## config.mk

```make
export PLATFORM = sky130hd
export DESIGN_NAME = fir_out_fifo
export DESIGN_NICKNAME = d
export VERILOG_FILES = /design/src/rtl/fir_pkg.sv /design/src/rtl/fir_fifo_ram.sv /design/src/rtl/fir_out_fifo.sv
export SDC_FILE = /design/constraint.sdc
export NUM_CORES = 1
export LEC_CHECK = 0
export BUFFER_PORTS_ARGS = -buffer_cell sky130_fd_sc_hd__buf_2
export CELL_PAD_IN_SITES_DETAIL_PLACEMENT = 1
export CELL_PAD_IN_SITES_GLOBAL_PLACEMENT = 2
export CORE_MARGIN = 1
export CORE_UTILIZATION = 51
export CTS_CLUSTER_SIZE = 8
export DETAILED_ROUTE_END_ITERATION = 6
export PLACE_DENSITY_LB_ADDON = 0.08
export SYNTH_ARGS = -nofsm -noshare
export SYNTH_HDL_FRONTEND = slang
export SYNTH_SLANG_ARGS = --single-unit
```

## constraint.sdc

```tcl
create_clock -name clk2 -period 4.34 [get_ports clk2]
set_input_delay 0.868 -clock clk2 [delete_from_list [all_inputs] [get_ports clk2]]
set_output_delay 0.868 -clock clk2 [all_outputs]
set_load 0.05 [all_outputs]
```

## src/rtl/fir_pkg.sv

```systemverilog
// rtl/fir_pkg.sv - shared widths and depths for the fir datapath and its output buffer
package fir_pkg;
  localparam int FIR_DW         = 16;
  localparam int FIFO_DEPTH_DEF = 16;
  localparam int FIFO_AW_DEF    = 4;
  localparam int DROP_CNT_W     = 8;
endpackage

```

## src/rtl/fir_fifo_ram.sv

```systemverilog
// rtl/fir_fifo_ram.sv - register array with one synchronous write port and one asynchronous read port
// Ports:
//   clk   - write clock
//   we    - write enable; wdata lands in mem[waddr] on the rising edge
//   waddr - write address
//   wdata - write data
//   raddr - read address
//   rdata - mem[raddr], combinational
module fir_fifo_ram #(
  parameter int DW    = 16,
  parameter int DEPTH = 16,
  parameter int AW    = 4
) (
  input  logic          clk,
  input  logic          we,
  input  logic [AW-1:0] waddr,
  input  logic [DW-1:0] wdata,
  input  logic [AW-1:0] raddr,
  output logic [DW-1:0] rdata
);

  // Storage is deliberately not reset; occupancy tracking decides what is valid.
  logic [DW-1:0] mem [DEPTH];

  always_ff @(posedge clk) begin
    if (we) begin
      mem[waddr] <= wdata;
    end
  end

  assign rdata = mem[raddr];

endmodule

```

## src/rtl/fir_out_fifo.sv

```systemverilog
// rtl/fir_out_fifo.sv - show-ahead output FIFO after the fir core with overflow detection
// Ports:
//   clk2      - core clock
//   rstn      - asynchronous active-low reset
//   valid_in  - sample strobe from the fir core
//   din       - sample word, taken only when valid_in=1
//   out_ready - consumer accepts the head word this cycle
//   clr_ovf   - clears overflow and drop_cnt (a same-cycle drop wins)
//   out_valid - head word available
//   dout      - head word, 0 when empty
//   count     - occupancy 0..DEPTH
//   full      - count == DEPTH
//   empty     - count == 0
//   overflow  - sticky flag, set on any dropped sample
//   drop_cnt  - dropped samples, saturating
module fir_out_fifo
  import fir_pkg::*;
#(
  parameter int DW    = FIR_DW,
  parameter int DEPTH = FIFO_DEPTH_DEF,
  parameter int AW    = FIFO_AW_DEF
) (
  input  logic                  clk2,
  input  logic                  rstn,
  input  logic                  valid_in,
  input  logic [DW-1:0]         din,
  input  logic                  out_ready,
  input  logic                  clr_ovf,
  output logic                  out_valid,
  output logic [DW-1:0]         dout,
  output logic [AW:0]           count,
  output logic                  full,
  output logic                  empty,
  output logic                  overflow,
  output logic [DROP_CNT_W-1:0] drop_cnt
);

  localparam logic [AW:0]           COUNT_FULL = (AW+1)'(DEPTH);
  localparam logic [DROP_CNT_W-1:0] DROP_MAX   = '1;

  logic [AW-1:0] wr_ptr;
  logic [AW-1:0] rd_ptr;
  logic [DW-1:0] rdata;
  logic          pop;
  logic          push;
  logic          drop;

  assign full      = (count == COUNT_FULL);
  assign empty     = (count == '0);
  assign out_valid = ~empty;

  // A full FIFO still accepts a sample when the head leaves in the same cycle.
  assign pop  = out_valid & out_ready;
  assign push = valid_in & (~full | pop);
  assign drop = valid_in & full & ~pop;

  fir_fifo_ram #(
    .DW    (DW),
    .DEPTH (DEPTH),
    .AW    (AW)
  ) u_ram (
    .clk   (clk2),
    .we    (push),
    .waddr (wr_ptr),
    .wdata (din),
    .raddr (rd_ptr),
    .rdata (rdata)
  );

  assign dout = empty ? '0 : rdata;

  // Pointers wrap naturally because DEPTH is a power of two.
  always_ff @(posedge clk2 or negedge rstn) begin
    if (!rstn) begin
      wr_ptr <= '0;
      rd_ptr <= '0;
      count  <= '0;
    end else begin
      if (push) begin
        wr_ptr <= wr_ptr + 1'b1;
      end
      if (pop) begin
        rd_ptr <= rd_ptr + 1'b1;
      end
      if (push && !pop) begin
        count <= count + 1'b1;
      end else if (pop && !push) begin
        count <= count - 1'b1;
      end
    end
  end

  // A drop in the same cycle as a clear counts as the first event after the clear.
  always_ff @(posedge clk2 or negedge rstn) begin
    if (!rstn) begin
      overflow <= 1'b0;
      drop_cnt <= '0;
    end else if (clr_ovf) begin
      overflow <= drop;
      drop_cnt <= drop ? DROP_CNT_W'(1) : '0;
    end else if (drop) begin
      overflow <= 1'b1;
      if (drop_cnt != DROP_MAX) begin
        drop_cnt <= drop_cnt + 1'b1;
      end
    end
  end

endmodule

```

==> summary.md <==
| Metric | Value |
|---|---|
| H-tree lvl count | `2` |
| Maximum number of buffers from clock root to sink | `3` |
| Slew Limit Headroom | `0.340` |
| Register area share after synthesis | `0.741` |
| Layout Skew | `0.0150 ns` |
| Biggest area contributors in the synthesized netlist | `sky130_fd_sc_hd__edfxtp_1 69%, sky130_fd_sc_hd__mux4_2 13%, sky130_fd_sc_hd__dfrtp_1 5.0%` |
| Critical path fanouts, max | `29` |
| Sequential cell fraction of total power | `0.382` |
| CTS tree | `yes` |
| Worst-path clk slew | `0.05 ns` |
| Initial drt markers | `368` |
| Number of hold-repair buffers added at the cts stage | `0` |
| Ratio of routed vias to standard cells | `6.12` |
| DRC Markers | `0` |
| Clock share of power | `0.292` |
| Detailed Routing Iterations Pass 1 | `4` |
| Register bit count reported by yosys | `278` |
| Logic gate share of total power | `0.327` |
| Slowest cell delay on critical path | `0.82 ns` |
| Antenna violations before repair | `0` |
| Leak Pwr | `4.38 nW` |
| Most area-hungry cell type in the Yosys netlist | `sky130_fd_sc_hd__edfxtp_1` |
| Minimum clock period | `3.82 ns` |
| Most used flip-flop cell after synthesis | `sky130_fd_sc_hd__edfxtp_1` |
| Cells along the critical path | `buf_4 > mux4_2 > mux2_2 > o21ai_0 > a21oi_1 > buf_2` |
| Slew at the pin closest to its max-slew limit | `0.982 ns` |
| Min-Delay Path Class | `input port to asynchronous set/reset pin` |
| Reg2Reg Capture Point | `count[4]` |
| Finished Core Util | `0.610` |
| Final number of max-transition violations | `0` |
| Via total after detailed routing | `5720` |
| Number of buffers added for setup after CTS | `0` |
| Gr ovfl total | `0` |
| Area occupied by multi-input gates | `2750 sq um` |
| Overall die height | `150 um` |
| HPWL after detailed placement | `15200 um` |
| Global-route usage over all layers | `0.244` |
| Clock sink count | `278` |
| Worst r2r src | `count[1]` |
| Category of the worst setup path launch point | `flip-flop` |
| Average footprint of a synthesized cell | `20.0 sq um` |
| Fraction of post-synthesis cell area in the top cell type by area | `0.691` |
| Number of global-route vias before repair | `6138` |
| Final Hold Vio Count | `0` |
| Placed Cells incl. Taps | `877` |
| Resize count post-CTS | `0` |
| Count of distinct cell types in the synthesized netlist | `40` |
| Number of nets in the final layout | `676` |
| Die area | `22400 sq um` |
| TritonCTS Buffers | `40` |
| Highest attainable clock frequency | `262 MHz` |
| P_sw | `3.22 mW` |
| Wire length of the first global-routing pass | `38400 um` |
| Area of all sequential standard cells | `8240 sq um` |
| Filler instances | `1826` |
| Area growth from synthesis to layout | `16.5%` |
| Fin Hold WS | `0.342 ns` |
| Number of enable-type register cells in the synthesized netlist | `256` |
| Root Buffer | `sky130_fd_sc_hd__clkbuf_16` |
| Post-DR wirelength/cell | `27.5 um` |
| Length in cells of the worst reg-to-reg path | `10` |
| Combined buffer and inverter count along the critical path | `2` |
| Slack of the worst reg-to-reg path | `1.12 ns` |
| Effective utilization at floorplan | `0.524` |
| Setup repair after global routing missed its margin | `false` |
| Total Wirelength | `25700 um` |
| Total negative slack | `0 ns` |
| Post-route design area | `13000 sq um` |
| Family with the most delay on the worst path | `flip-flops` |
| Worst Path Required | `3.47 ns` |
| Worst IR drop on VDD | `785 uV` |
| Die width | `150 um` |
| ANT nets after route | `0` |
| Mapped Cells | `556` |
| Count of warnings emitted by yosys | `0` |
| Ports placed on the boundary | `54` |
| Latest clock arrival within the worst-skew pair | `0.52 ns` |
| Net switching share of the total power | `0.345` |
| Pin count of the biggest net entering global routing | `39` |
| Ant. Diodes | `0` |
| Dpl cell area | `11900 sq um` |
| Fin cells | `935` |
| Data arrival time of the worst path | `2.95 ns` |
| Critical path capture point type | `primary output` |
| Core region area | `21200 sq um` |
| Finish-stage setup viols | `0` |
| Share of async-settable or async-resettable flops after synthesis | `0.0791` |
| Post-synth design cell area | `11100 sq um` |
| Fraction of the cycle the final worst path needs | `0.880` |
| Max-Cap Viols | `0` |
| Cell Rows | `53` |
| Status | `finished, final reports clean` |
| Gpl congestion | `0.745` |
| Total power divided by cell area | `721 nW/um^2` |
| Cell Int Power | `6.12 mW` |
| Post-Synthesis Net Count | `588` |
| Total of buffers placed on input and output ports | `53` |
| Critical-path top delay cell | `sky130_fd_sc_hd__dfrtp_4` |
| Critical path start-end classification | `flip-flop to primary output` |
| Share of cells above drive strength 1 | `0.338` |
-- power by group through the flow --
stage / clock network (mW) / logic, mW / registers, mW
4_1_cts: 2.78 / 3.10 / 3.57
2_1_floorplan: 0 / 2.32 / 3.47
5_1_grt: 2.86 / 3.24 / 3.61
3_5_place_dp: 0 / 3.09 / 3.62
6_report: 2.72 / 3.05 / 3.57
3_3_place_gp: 0 / 3.02 / 3.59
-- how the worst max path moves through the flow --
| stage | from | to | slack (ns) | cells past startpoint |
|---|---|---|---|---|
| floorplan | count[4] | dout[10] | 0.84 | 5 |
| global placement | rd_ptr[0] | dout[2] | 1.02 | 6 |
| detailed placement | rd_ptr[0] | dout[2] | 0.99 | 6 |
| CTS | rd_ptr[0] | dout[2] | 0.45 | 6 |
| global route | rd_ptr[0] | dout[2] | 0.34 | 6 |
| finish | rd_ptr[0] | dout[2] | 0.52 | 6 |
-- cells in the mapped netlist (2+ instances only) --
master and instances:
sky130_fd_sc_hd__buf_2 4, sky130_fd_sc_hd__nand4_1 2, sky130_fd_sc_hd__edfxtp_1 256, sky130_fd_sc_hd__nor3_1 10, sky130_fd_sc_hd__and3_1 2, sky130_fd_sc_hd__mux2_2 18, sky130_fd_sc_hd__mux4_2 64, sky130_fd_sc_hd__o21ai_0 22
sky130_fd_sc_hd__nor2_1 13, sky130_fd_sc_hd__inv_1 10, sky130_fd_sc_hd__nand3_1 5, sky130_fd_sc_hd__nand2b_1 4, sky130_fd_sc_hd__buf_4 3, sky130_fd_sc_hd__xnor2_1 8, sky130_fd_sc_hd__mux2i_1 17, sky130_fd_sc_hd__or4_1 4
sky130_fd_sc_hd__ha_1 10, sky130_fd_sc_hd__buf_1 5, sky130_fd_sc_hd__nand2_1 13, sky130_fd_sc_hd__a21o_1 2, sky130_fd_sc_hd__buf_6 2, sky130_fd_sc_hd__dfrtp_1 22, sky130_fd_sc_hd__o31ai_1 4, sky130_fd_sc_hd__clkbuf_1 17
sky130_fd_sc_hd__a21oi_1 23, sky130_fd_sc_hd__o31a_1 2
-- metal layers --
metal / GRT usage / routed length (um) / share of wire / up-vias
met1: 0.315 / 10700 / 0.42 / 3056
met4: 0.0758 / 540 / 0.021 / 0
li1: - / - / - / 2445
met3: 0.0393 / 1140 / 0.044 / 48
met5: 0 / 0 / 0 / -
met2: 0.423 / 13300 / 0.52 / 171
-- area by class of cell --
class | count | area share
clock buffer | 55 | 0.0816
multi-input combinational | 237 | 0.212
clock inverter | 3 | 0.00222
inverter | 10 | 0.00290
timing repair buffer | 77 | 0.0383
sequential | 278 | 0.636
tap | 275 | 0.0266
-- cells in the final DEF (no fill, tap or decap), types with 6 or more instances in the layout --
cell and instances:
sky130_fd_sc_hd__edfxtp_1 256, sky130_fd_sc_hd__mux4_2 64, sky130_fd_sc_hd__buf_2 53, sky130_fd_sc_hd__clkbuf_16 40, sky130_fd_sc_hd__a21oi_1 23, sky130_fd_sc_hd__o21ai_0 22
sky130_fd_sc_hd__buf_4 20, sky130_fd_sc_hd__dfrtp_1 19, sky130_fd_sc_hd__mux2_2 18, sky130_fd_sc_hd__mux2i_1 17, sky130_fd_sc_hd__clkbuf_1 15, sky130_fd_sc_hd__nand2_1 13
sky130_fd_sc_hd__nor2_2 12, sky130_fd_sc_hd__inv_1 10, sky130_fd_sc_hd__ha_1 10, sky130_fd_sc_hd__xnor2_1 8, sky130_fd_sc_hd__nor3_1 6
-- cell families after synthesis --
group | Yosys count | share of synthesized area
adders and majority gates | 11 | 0.0131
muxes | 99 | 0.163
DFF | 278 | 0.741
xor gates and xnor gates | 9 | 0.00709
buffers and inverters | 41 | 0.0167
AOI/OAI and AO/OA | 59 | 0.0307
and+or+nand+nor | 59 | 0.0284
-- metrics by stage --
step	setup WS (ns)	power (mW)
after floorplan	0.839	5.79
after global placement	1.02	6.61
after detailed placement	0.990	6.71
after CTS	0.449	9.45
after global routing	0.336	9.71
final	0.523	9.34
-- registers in the layout, summed over array words and instances, names as in the netlist --
name / count
u_ram.mem: 256
drop_cnt: 8
rd_ptr: 4
count: 5
overflow: 1
wr_ptr: 4
(Power assumes the default switching activity.)
